`src/rtl/tinyjambu_state_update_d1.sv`:
```
// First-order masked TinyJAMBU-128 state update controller.
// Holds the two-share 128-bit NLFSR state, feeds bits [116:70] of each share
// to the external HPC2 NAND core and shifts in 32 feedback bits per iteration.
module tinyjambu_state_update_d1 #(
  parameter int unsigned NAND_LATENCY = 2,
  parameter int unsigned ITER_SHORT   = 20,
  parameter int unsigned ITER_LONG    = 32
) (
  input  logic         clk,
  input  logic         rst,
  input  logic         load,
  input  logic [127:0] state_in_s0,
  input  logic [127:0] state_in_s1,
  input  logic [127:0] key_s0,
  input  logic [127:0] key_s1,
  input  logic         start,
  input  logic         long_perm,
  output logic [46:0]  nand_x_s0,
  output logic [46:0]  nand_x_s1,
  input  logic [31:0]  nand_y_s0,
  input  logic [31:0]  nand_y_s1,
  output logic         fresh_req,
  output logic         busy,
  output logic         done,
  output logic [127:0] state_out_s0,
  output logic [127:0] state_out_s1
);

  localparam int unsigned PH_W = (NAND_LATENCY < 1) ? 1 : $clog2(NAND_LATENCY + 1);
  localparam int unsigned IT_W = $clog2(ITER_LONG + 1);

  typedef enum logic {
    IDLE,
    RUN
  } state_e;

  state_e            fsm_q, fsm_d;
  logic [127:0]      s0_q, s0_d;
  logic [127:0]      s1_q, s1_d;
  logic [PH_W-1:0]   phase_q, phase_d;
  logic [IT_W-1:0]   iter_q, iter_d;
  logic [IT_W-1:0]   limit_q, limit_d;
  logic              done_q, done_d;

  logic              upd;
  logic              last;
  logic [6:0]        kidx;
  logic [31:0]       kw0, kw1;
  logic [31:0]       fb0, fb1;

  // Update strobe, last-iteration detect and per-share feedback words
  always_comb begin
    upd  = (fsm_q == RUN) && (phase_q == PH_W'(NAND_LATENCY));
    last = (iter_q == (limit_q - IT_W'(1)));
    kidx = {iter_q[1:0], 5'd0};
    kw0  = key_s0[kidx +: 32];
    kw1  = key_s1[kidx +: 32];
    // y shares already carry the NAND complement; shares stay separate
    fb0  = s0_q[31:0] ^ s0_q[78:47] ^ nand_y_s0 ^ s0_q[122:91] ^ kw0;
    fb1  = s1_q[31:0] ^ s1_q[78:47] ^ nand_y_s1 ^ s1_q[122:91] ^ kw1;
  end

  // FSM state register
  always_ff @(posedge clk or posedge rst) begin
    if (rst) fsm_q <= IDLE;
    else     fsm_q <= fsm_d;
  end

  // FSM next-state logic
  always_comb begin
    fsm_d = fsm_q;
    unique case (fsm_q)
      IDLE: if (start && !load) fsm_d = RUN;
      RUN:  if (upd && last)    fsm_d = IDLE;
      default: fsm_d = IDLE;
    endcase
  end

  // FSM outputs
  always_comb begin
    busy      = (fsm_q == RUN);
    fresh_req = (fsm_q == RUN) && (phase_q == '0);
    done      = done_q;
  end

  // Datapath next values: load, run setup, phase/iteration stepping, shift
  always_comb begin
    s0_d    = s0_q;
    s1_d    = s1_q;
    phase_d = phase_q;
    iter_d  = iter_q;
    limit_d = limit_q;
    done_d  = 1'b0;
    if (fsm_q == IDLE) begin
      if (load) begin
        s0_d = state_in_s0;
        s1_d = state_in_s1;
      end else if (start) begin
        limit_d = long_perm ? IT_W'(ITER_LONG) : IT_W'(ITER_SHORT);
        phase_d = '0;
        iter_d  = '0;
      end
    end else if (upd) begin
      s0_d    = {fb0, s0_q[127:32]};
      s1_d    = {fb1, s1_q[127:32]};
      phase_d = '0;
      iter_d  = iter_q + IT_W'(1);
      done_d  = last;
    end else begin
      phase_d = phase_q + PH_W'(1);
    end
  end

  // Datapath registers
  always_ff @(posedge clk or posedge rst) begin
    if (rst) begin
      s0_q    <= '0;
      s1_q    <= '0;
      phase_q <= '0;
      iter_q  <= '0;
      limit_q <= '0;
      done_q  <= 1'b0;
    end else begin
      s0_q    <= s0_d;
      s1_q    <= s1_d;
      phase_q <= phase_d;
      iter_q  <= iter_d;
      limit_q <= limit_d;
      done_q  <= done_d;
    end
  end

  // Register-driven share outputs
  always_comb begin
    nand_x_s0    = s0_q[116:70];
    nand_x_s1    = s1_q[116:70];
    state_out_s0 = s0_q;
    state_out_s1 = s1_q;
  end

endmodule

```
`config.mk`:
```
export PLATFORM = sky130hd
export DESIGN_NAME = tinyjambu_state_update_d1
export DESIGN_NICKNAME = d
export VERILOG_FILES = /design/src/rtl/tinyjambu_state_update_d1.sv
export SDC_FILE = /design/constraint.sdc
export NUM_CORES = 1
export LEC_CHECK = 0
export CAP_MARGIN = 0
export CORE_AREA = 3 3 359 361
export CTS_BUF_LIST = sky130_fd_sc_hd__clkbuf_4 sky130_fd_sc_hd__clkbuf_8
export CTS_CLUSTER_DIAMETER = 200
export DETAILED_ROUTE_END_ITERATION = 8
export DIE_AREA = 0 0 362 364
export HOLD_SLACK_MARGIN = 0.08
export PLACE_DENSITY_LB_ADDON = 0.2
export SYNTH_ARGS = -nofsm -noshare
export SYNTH_HDL_FRONTEND = slang
export SYNTH_SLANG_ARGS = --single-unit
```
`constraint.sdc`:
```
create_clock -name clk -period 8.75 [get_ports clk]
set_input_delay 1.75 -clock clk [delete_from_list [all_inputs] [get_ports clk]]
set_output_delay 1.75 -clock clk [all_outputs]
set_load 0.01 [all_outputs]
```
== Word-level counts from Yosys, hierarchy flattened ==
Cells that the tools add are included.
Word-level totals
  register bits: 272
  input port bits: 581
  output and inout port bits: 353
  word-level logic and storage cells: 58
Cells by class
  add/sub/neg operators: 3
  equal/unequal tests: 4
  shifts and indexed selects: 2
  multiplexer cells: 20
  bitwise logic cells: 10
  reductions and logical operators: 12
Operators by type and width (count)
  $mux 128: 6
  $shiftx 128x8->32: 2
  $xor 32x32->32: 8
  $mux 6: 5
  $mux 2: 4
  $add 6x1->6 const B: 1
  $eq 6x6->1: 1
  $reduce_and 3->1: 2
  $sub 6x1->6 const B: 1
  $logic_and 1x1->1: 4
  $mux 1: 4
  $ne 2x1->1 const B: 2
  $reduce_and 2->1: 2
  $reduce_bool 2->1: 2
  $add 2x1->2 const B: 1
  $eq 2x2->1 const B: 1
  $logic_not 2->1: 1
  $not 1->1: 2
  $pmux 1 s2: 1
  $logic_not 1->1: 1

== Longest topological paths before layout ==
Gate-level depths: netlist (run 1).
  depth after elaboration: 6
  depth in mapped cells: 8
  depth with buffers taken out: 4

== Worst setup path after synthesis (run 1) ==
No wires, ideal clock.
  path type: register to output
  start point: register fsm_q (netlist: busy)
  end point: output port fresh_req
  arrival: 1.205 ns
  data required time: 7.000 ns
  path slack: 5.795 ns
  stages on the path, launching flop included: 5
  buffers on the path: 2
  path through: dfrtp_1 buf_2 inv_1 clkbuf_1 nor3_1
Between the ends
  longest elaborated chain between the ends: 1
Ends and longest elaborated chain
  start, declared: line 37  | state_e fsm_q, fsm_d;
  start signal, assigned: line 66  | else fsm_q <= fsm_d;
  $logic_and 1x1->1: line 82  | fresh_req = (fsm_q == RUN) && (phase_q == '0);
  end, declared: line 22  | output logic fresh_req,
Every way passes these cells.

== Worst setup path in the final report (run 1) ==
Ends and elaborated chain as after synthesis.

==> results of run 1 <==
## cell usage in the layout, fill, tap and decap left out, types with 2 or more instances in the layout
master	count
dfrtp_4	3
diode_2	5
o21ai_1	8
xor2_1	67
inv_6	2
clkbuf_8	81
nor3_1	2
clkinvlp_4	3
buf_12	3
mux2i_1	193
a21oi_1	65
o21ai_0	253
bufinv_16	2
nand3_1	4
clkinv_2	7
nand2_1	201
nand3b_1	2
dfrtp_1	265
nor2_1	4
clkdlybuf4s50_1	932
mux4_2	64
clkbuf_4	21
buf_4	24
nor3b_1	2
and3_1	64
xnor2_1	193
## through the flow
step / cell area (µm²) / hold slack, ns / utilization, % / std cells / power (W)
5_1_grt: 28400 / 0.544 / 22.6 / 4126 / 0.0111
6_report: 28400 / 0.499 / 22.6 / 4130 / 0.0103
4_1_cts: 28400 / 0.502 / 22.6 / 4125 / 0.0107
3_3_place_gp: 27000 / 0.485 / 21.4 / 4010 / 0.00897
3_5_place_dp: 27000 / 0.485 / 21.4 / 4010 / 0.00897
2_1_floorplan: 16600 / 0.456 / - / 1602 / 0.00550
## state kept, by name (all words and copies together) (netlist names)
signal / cells
phase_q: 2
iter_q: 6
state_out_s0: 128
busy: 1
limit_q: 2
state_out_s1: 128
done: 1
## routing by layer
layer | up-vias | track usage [%] | part of all wire (%)
met5 | - | 0 | 0.18
met4 | 32 | 5.06 | 3.0
met3 | 138 | 5.17 | 7.5
met2 | 700 | 32.1 | 53
met1 | 7451 | 17.8 | 36
li1 | 7155 | - | -
## report_power, final
group / switching [W] / internal (W)
logic: 0.00271 / 0.00286
clock network: 0.000700 / 0.000973
registers: 0.00129 / 0.00178
total: 0.00470 / 0.00562
## final cells by class
type	count	area (µm²)	share of cell area, %
Clock buffer	102	1270	4.49
Antenna cell	5	12.5	0.0441
Multi-Input combinational cell	1130	8590	30.3
Timing Repair Buffer	959	9570	33.7
Tap cell	1650	2060	7.28
Inverter	3	17.5	0.0617
Sequential cell	268	6720	23.7
Clock inverter	13	128	0.450
## worst max-delay path, cell delays in order, from the launching register on
cell,delay (ns)
dfrtp_4,0.70
inv_4,0.43
nor3_1,0.41
clkdlybuf4s50_1,0.66
## worst min-delay path by stage
| stage | startpoint | to | depth (start not counted) |
|---|---|---|---|
| 2_1_floorplan | limit_q[4]$_DFFE_PP0P_ | limit_q[4]$_DFFE_PP0P_ | 2 |
| 3_5_place_dp | limit_q[5]$_DFFE_PP0P_ | limit_q[5]$_DFFE_PP0P_ | 2 |
| 5_1_grt | limit_q[5]$_DFFE_PP0P_ | limit_q[5]$_DFFE_PP0P_ | 2 |
| 4_1_cts | limit_q[5]$_DFFE_PP0P_ | limit_q[5]$_DFFE_PP0P_ | 2 |
| 3_3_place_gp | limit_q[5]$_DFFE_PP0P_ | limit_q[5]$_DFFE_PP0P_ | 2 |
| 6_report | limit_q[4]$_DFFE_PP0P_ | limit_q[4]$_DFFE_PP0P_ | 2 |
## cell families after synthesis
kind of cell             count (synthesis)  share of synthesized area (%)
multiplexers                           257                           20.4
adder cells (fa/ha/maj)                  1                         0.0755
AND/OR/NAND/NOR                        284                           7.66
XOR/XNOR                               260                           13.7
AO/OA/AOI/OAI                          328                           10.0
buffers and inverters                  204                           7.70
flip-flops                             268                           40.5
==> run_results.csv, run 1 <==
group,metric,value,unit
setup_path,r2r_slack,5.01,ns
clock_tree,cts-resized-gates,0,
clock_tree,clk_pin_slew,0.06,ns
global_route,grt_pass1_wl,152,mm
logic_synthesis,synthMostInstantiatedCell,"dfrtp_1",
timing,hold_viol,0,
layout,fillers,13600,
power,p_leak,11.9,nW
routing,viasPerCell,3.75,
logic_synthesis,synthTopCellsByArea,"dfrtp_1 40%, mux2i_1 12%, xnor2_1 10%",
timing,fmax,214,MHz
logic_synthesis,synth.avg_cell_area,10.3,µm²
timing,finalSetupTns,0,ns
die,core,126000,µm²
global_route,first_global_vias,16800,
setup_path,worstSetupEndpoint,"fresh_req",
layout,layout.nets,3005,
timing,relSlewSlack,16.1,%
power,peakVddDrop,0.145,mV
setup_path,crit_fanout,69,
logic_synthesis,syn_inst,1602,
timing,post-route-period-util,53.3,%
die,die-area,132000,µm²
die,io_pins,934,
setup_path,required,7.00,ns
power,powerDensity,364,nW/µm²
logic_synthesis,syn-cell-area,16600,µm²
setup_path,crit_arrival,2.92,ns
logic_synthesis,synth_cell_types,29,
clock_tree,cts_buffer_depth,3,
placed_design,dp_hpwl,94.0,mm
setup_path,cp-end-kind,"primary output",
logic_synthesis,synth_seq_cells,268,
layout,drive_gt1_share,8.65,%
setup_path,rr_worst_depth,5,
global_route,antenna_found_initial,26,
clock_tree,clk_latency,0.71,ns
layout,area_growth_syn_to_layout,71.2,%
global_route,grt_max_degree,183,
logic_synthesis,yosys.area.top_type,"dfrtp_1",
logic_synthesis,ys.flop_type,"dfrtp_1",
logic_synthesis,synth-edff-count,0,
global_route,grt-ovfl-total,0,
timing,finClkSkew,0.0334,ns
routing,drc,0,
setup_path,worstReg2RegEnd,"state_out_s1[84]$_DFFE_PP0P_",
die,die_h,364,µm
routing,num_vias,15500,
timing,rsz0062_at_grt,"false",
routing,drt-initial-drc-count,642,
routing,routed_wl,116,mm
timing,drv_slew,0,
global_route,track_usage,16.9,%
timing,finalSetupViolations,0,
timing,setup_ws,4.08,ns
timing,period_minus_slack,4.67,ns
setup_path,reg2reg_from,"busy$_DFF_PP0_",
clock_tree,cts.htree.levels,2,
setup_path,critPathKind,"flop to primary output",
placed_design,io_buffers,933,
die,std_cell_rows,130,
routing,firstDrtPassIters,5,
logic_synthesis,yosysWarnings,0,
hold_path,hold_class,"flop to flop",
die,die_width,362,µm
setup_path,critPathLaunch,"busy$_DFF_PP0_",
placed_design,pre_cts_slack,4.49,ns
clock_tree,tritoncts,"done",
outcome,status,"finished, final reports clean",
logic_synthesis,yosys-top-cells-count,"268 x dfrtp_1, 253 x o21ai_0, 201 x nand2_1",
clock_tree,cts-root-buf,"clkbuf_8",
logic_synthesis,syn-num-nets,2184,
run,max-cap-violations,0,
timing,tightest_slew,1.26,ns
logic_synthesis,yosysSeqAreaShare,40.5,%
routing,detail-route-antenna-nets,0,
logic_synthesis,synthArstFlopShare,100,%
routing,wire_per_inst,28.1,µm
die,initial_core_util,13.2,%
placed_design,gp_congestion,0.790,
clock_tree,cts.sinks,268,
clock_tree,numCtsBuffers,61,
clock_tree,postCtsSetupBuffers,0,
setup_path,cp-start-kind,"flop",
clock_tree,hold_buffers,0,
logic_synthesis,synth_top_area_share,40.5,%
Note: power is estimated with default switching activity, not from simulation.
==> run 2, diff against run 1 <==
==> constraint.sdc (replaced) <==
create_clock -name clk -period 3.95 [get_ports clk]
set_input_delay 0.79 -clock clk [delete_from_list [all_inputs] [get_ports clk]]
set_output_delay 0.79 -clock clk [all_outputs]
set_load 0.01 [all_outputs]
==> run_results.csv, run 2 (synthesis results as in run 1) <==
group,metric,value,unit
power,powerDensity,797,nW/µm²
timing,tightest_slew,1.05,ns
power,p_leak,12.0,nW
routing,firstDrtPassIters,5,
layout,area_growth_syn_to_layout,71.8,%
clock_tree,tritoncts,"done",
timing,relSlewSlack,30.2,%
outcome,status,"finished, final reports clean",
die,initial_core_util,13.2,%
global_route,first_global_vias,16800,
routing,viasPerCell,3.74,
routing,num_vias,15500,
global_route,grtUsageMet3,4.84,%
setup_path,worstPathCellList,"inv_4 -> nor3_1 -> clkdlybuf4s50_1",
clock_tree,cts.htree.levels,2,
setup_path,crit_arrival,2.54,ns
timing,holdWs,0.490,ns
power,finalPower,0.0227,W
clock_tree,clk_pin_slew,0.06,ns
die,core,126000,µm²
layout,layout.nets,3022,
clock_tree,cts.sinks,268,
setup_path,cpMaxStageDelayCell,"clkdlybuf4s50_1",
timing,finClkSkew,0.0319,ns
setup_path,cp-end-kind,"primary output",
die,io_pins,934,
placed_design,dp_hpwl,95.6,mm
global_route,grtUsageMet2,33.4,%
global_route,antenna_found_initial,26,
placed_design,gp_congestion,0.800,
setup_path,critPathMaxStageDelay,0.74,ns
clock_tree,hold_buffers,0,
setup_path,critPathKind,"flop to primary output",
timing,finalSetupViolations,0,
global_route,track_usage,17.1,%
timing,post-route-period-util,84.3,%
timing,finalSetupTns,0,ns
routing,drc,0,
die,die_h,364,µm
routing,routed_wl,116,mm
setup_path,crit_fanout,23,
timing,drv_slew,0,
clock_tree,numCtsBuffers,59,
timing,period_minus_slack,3.33,ns
global_route,grtUsageMet1,18.5,%
run,max-cap-violations,0,
layout,final_cell_mix,"932 x clkdlybuf4s50_1, 265 x dfrtp_1, 253 x o21ai_0, 201 x nand2_1",
setup_path,required,3.16,ns
hold_path,hold_class,"flop to flop",
global_route,grt-ovfl-total,0,
layout,drive_gt1_share,9.05,%
clock_tree,cts-root-buf,"clkbuf_8",
placed_design,io_buffers,933,
die,die_width,362,µm
timing,hold_viol,0,
die,die-area,132000,µm²
global_route,grt_max_degree,165,
die,std_cell_rows,130,
clock_tree,postCtsSetupBuffers,0,
routing,wire_per_inst,28.1,µm
routing,detail-route-antenna-nets,0,
clock_tree,clk_latency,0.70,ns
power,peakVddDrop,0.218,mV
clock_tree,cts_buffer_depth,3,
setup_path,cp-start-kind,"flop",
timing,fmax,300,MHz
clock_tree,cts-resized-gates,0,
routing,drt-initial-drc-count,743,
global_route,gr-max-usage-layer,"met2",
timing,rsz0062_at_grt,"false",
global_route,grt_pass1_wl,154,mm
layout,layout.cells.most_common,"clkdlybuf4s50_1",
-- run 2: cell types whose count changed in the layout (fill, tap and decap cells not counted), sizes merged --
cell | before | now
bufinv | 2 | 0
diode | 5 | 2
inv | 4 | 3
clkbuf | 102 | 100
clkinv | 7 | 5
buf | 27 | 46
clkinvlp | 3 | 2
-- run 2: report_power, final --
| group | total [W] | switching [W] | internal, W |
|---|---|---|---|
| Sequential | 0.00673 | 0.00278 | 0.00394 |
| Combinational | 0.0125 | 0.00610 | 0.00643 |
| Clock | 0.00342 | 0.00150 | 0.00193 |
-- run 2: metrics by stage --
step | instances | worst slack (ns) | utilization [%] | instance area [µm²]
finish | 4138 | 0.620 | 22.6 | 28500
detailed placement | 4029 | 1.19 | 21.6 | 27200
global route | 4136 | 0.422 | 22.6 | 28500
floorplan | 1602 | -0.379 | - | 16600
CTS | 4136 | 0.467 | 22.6 | 28500
global placement | 4029 | 1.21 | 21.6 | 27200
-- run 2: worst paths after layout --
path                                        start  depth (start not counted)  slack, ns                       endpoint
min                        limit_q[4]$_DFFE_PP0P_                          2       0.49         limit_q[4]$_DFFE_PP0P_
max in group asynchronous                     rst                          4       2.53   state_out_s1[78]$_DFFE_PP0P_
max                                busy$_DFF_PP0_                          3       0.62                      fresh_req
min in group asynchronous                     rst                          2       0.54  state_out_s1[108]$_DFFE_PP0P_
min reg2reg                limit_q[4]$_DFFE_PP0P_                          2       0.49         limit_q[4]$_DFFE_PP0P_
max reg2reg                        busy$_DFF_PP0_                          7       1.07  state_out_s0[100]$_DFFE_PP0P_
-- run 2: worst max-delay path, delay by kind of cell, from the launching register on --
family / cells / cell delay (ns)
buf+inv: 2 / 0.78
simple gates: 1 / 0.35
flops: 1 / 0.70
-- run 2: layout make-up --
type                            instances  area [µm²]
Antenna cell                            2        5.00
Clock buffer                          100        1220
Clock inverter                          7        41.3
Fill cell                           13700       97300
Inverter                                3        17.5
Multi-Input combinational cell       1130        8590
Sequential cell                       268        6720
Tap cell                             1650        2060
Timing Repair Buffer                  978        9810
-- run 2: per-layer routing --
metal,share of wire [%],vias up
met1,37,7528
li1,-,7181
met2,54,647
met5,0.16,-
met4,1.2,30
met3,6.9,105
==> run 3, diff against run 2 <==
--- a/config.mk
+++ b/config.mk
@@ -6,11 +6,11 @@
 export NUM_CORES = 1
 export LEC_CHECK = 0
 export CAP_MARGIN = 0
-export CORE_AREA = 3 3 359 361
+export CORE_AREA = 3 3 361 363
 export CTS_BUF_LIST = sky130_fd_sc_hd__clkbuf_4 sky130_fd_sc_hd__clkbuf_8
 export CTS_CLUSTER_DIAMETER = 200
 export DETAILED_ROUTE_END_ITERATION = 8
-export DIE_AREA = 0 0 362 364
+export DIE_AREA = 0 0 364 366
 export HOLD_SLACK_MARGIN = 0.08
 export PLACE_DENSITY_LB_ADDON = 0.2
 export SYNTH_ARGS = -nofsm -noshare
==> constraint.sdc (replaced) <==
create_clock -name clk -period 3.1 [get_ports clk]
set_input_delay 0.62 -clock clk [delete_from_list [all_inputs] [get_ports clk]]
set_output_delay 0.62 -clock clk [all_outputs]
set_load 0.01 [all_outputs]
==> run_results.csv, run 3 (synthesis results as in run 1) <==
group,metric,value,unit
outcome,status,"finished, final reports clean",
clock_tree,cts-resized-gates,0,
clock_tree,cts-root-buf,"clkbuf_8",
global_route,grtUsageMet3,5.67,%
timing,holdWs,0.312,ns
routing,drc,0,
routing,num_vias,15800,
clock_tree,cts.htree.levels,3,
setup_path,crit_fanout,5,
global_route,grt_pass1_wl,159,mm
global_route,first_global_vias,17000,
placed_design,pre_cts_slack,0.711,ns
routing,wire_per_inst,29.0,µm
placed_design,gp_congestion,0.786,
die,std_cell_rows,131,
setup_path,cp-start-kind,"flop",
routing,routed_wl,122,mm
layout,drive_gt1_share,10.7,%
die,core,127000,µm²
timing,period_minus_slack,2.69,ns
timing,setup_ws,0.406,ns
timing,fmax,371,MHz
routing,detail-route-antenna-nets,0,
global_route,gr-max-usage-layer,"met2",
global_route,antenna_found_initial,24,
clock_tree,numCtsBuffers,68,
power,p_leak,12.3,nW
global_route,grt-ovfl-total,0,
global_route,track_usage,17.7,%
die,die_h,366,µm
timing,rsz0062_at_grt,"false",
layout,area_growth_syn_to_layout,75.1,%
setup_path,cpMaxStageDelayCell,"dfrtp_1",
setup_path,crit_arrival,2.07,ns
routing,drt-initial-drc-count,701,
setup_path,critPathMaxStageDelay,0.72,ns
layout,layout.cells.non_filler,4206,
setup_path,critPathKind,"flop to primary output",
timing,finClkSkew,0.0585,ns
timing,finalSetupViolations,0,
setup_path,worstPathCellList,"clkdlybuf4s50_1",
timing,tightest_slew,1.01,ns
clock_tree,clk_latency,0.67,ns
layout,final_cell_mix,"931 x clkdlybuf4s50_1, 265 x dfrtp_1, 253 x o21ai_0, 201 x nand2_1",
global_route,grtUsageMet1,17.9,%
global_route,grtUsageMet2,35.1,%
power,finalPower,0.0300,W
clock_tree,hold_buffers,0,
setup_path,cp_top_family,"flip-flops",
timing,post-route-period-util,86.9,%
die,die_width,364,µm
die,die-area,133000,µm²
hold_path,hold_class,"primary input to asynchronous set/reset pin",
placed_design,io_buffers,933,
clock_tree,cts.sinks,268,
power,powerDensity,1030,nW/µm²
die,initial_core_util,13.0,%
layout,layout.cells.most_common,"clkdlybuf4s50_1",
clock_tree,clk_pin_slew,0.05,ns
timing,hold_viol,0,
layout,fillers,13900,
placed_design,dp.cells,4075,
timing,relSlewSlack,32.6,%
routing,firstDrtPassIters,5,
timing,drv_slew,0,
setup_path,crit_buf_inv,1,
power,peakVddDrop,0.394,mV
die,io_pins,934,
routing,viasPerCell,3.75,
clock_tree,cts_buffer_depth,3,
setup_path,required,2.48,ns
global_route,grt_max_degree,147,
layout,layout.nets,3065,
run,max-cap-violations,0,
placed_design,dp_hpwl,101,mm
clock_tree,postCtsSetupBuffers,0,
clock_tree,tritoncts,"done",
setup_path,cp-end-kind,"primary output",
-- run 3: cell types whose count changed in the layout (fill, tap and decap cells not counted) --
cell,before,now
buf_4,35,65
clkinv_8,0,2
inv_6,1,3
clkbuf_8,75,81
buf_12,11,16
inv_4,1,0
diode_2,2,13
clkdlybuf4s50_1,932,931
bufinv_16,0,2
-- run 3: cell type report --
type / instances / area, µm² / share of cell area [%]
Tap cell: 1662 / 2080 / 7.17
Clock inverter: 12 / 146 / 0.505
Antenna cell: 13 / 32.5 / 0.112
Inverter: 3 / 16.3 / 0.0561
Multi-Input combinational cell: 1130 / 8590 / 29.6
Sequential cell: 268 / 6720 / 23.2
Timing Repair Buffer: 1012 / 10100 / 34.9
Clock buffer: 106 / 1300 / 4.49
-- run 3: report_power, final --
group          total, W  internal, W  switching (W)
Combinational    0.0169      0.00851        0.00836
Sequential      0.00825      0.00503        0.00321
Clock           0.00489      0.00284        0.00205
-- run 3: through the flow --
step | setup TNS [ns] | instance area [µm²] | util (%)
finish | 0 | 29000 | 22.8
global placement | 0 | 27500 | 21.6
floorplan | -283.94 | 16600 | -
global route | 0 | 29000 | 22.8
CTS | 0 | 29000 | 22.8
detailed placement | 0 | 27500 | 21.6
-- run 3: worst paths after layout --
path	startpoint	end	slack [ns]	depth (start not counted)
setup / recovery	state_out_s1[71]$_DFFE_PP0P_	nand_x_s1[1]	0.41	1
hold / removal	rst	state_out_s1[72]$_DFFE_PP0P_	0.31	2
setup reg to reg	busy$_DFF_PP0_	state_out_s0[15]$_DFFE_PP0P_	0.89	4
hold reg to reg	limit_q[5]$_DFFE_PP0P_	limit_q[5]$_DFFE_PP0P_	0.51	2
max in group asynchronous	rst	state_out_s0[69]$_DFFE_PP0P_	1.91	4
min in group clk	limit_q[5]$_DFFE_PP0P_	limit_q[5]$_DFFE_PP0P_	0.51	2
-- run 3: routing by layer --
layer / wire, µm / up-vias
met5: 98 / -
met2: 67600 / 682
met1: 42500 / 7685
met4: 1770 / 14
met3: 9810 / 102
li1: - / 7286
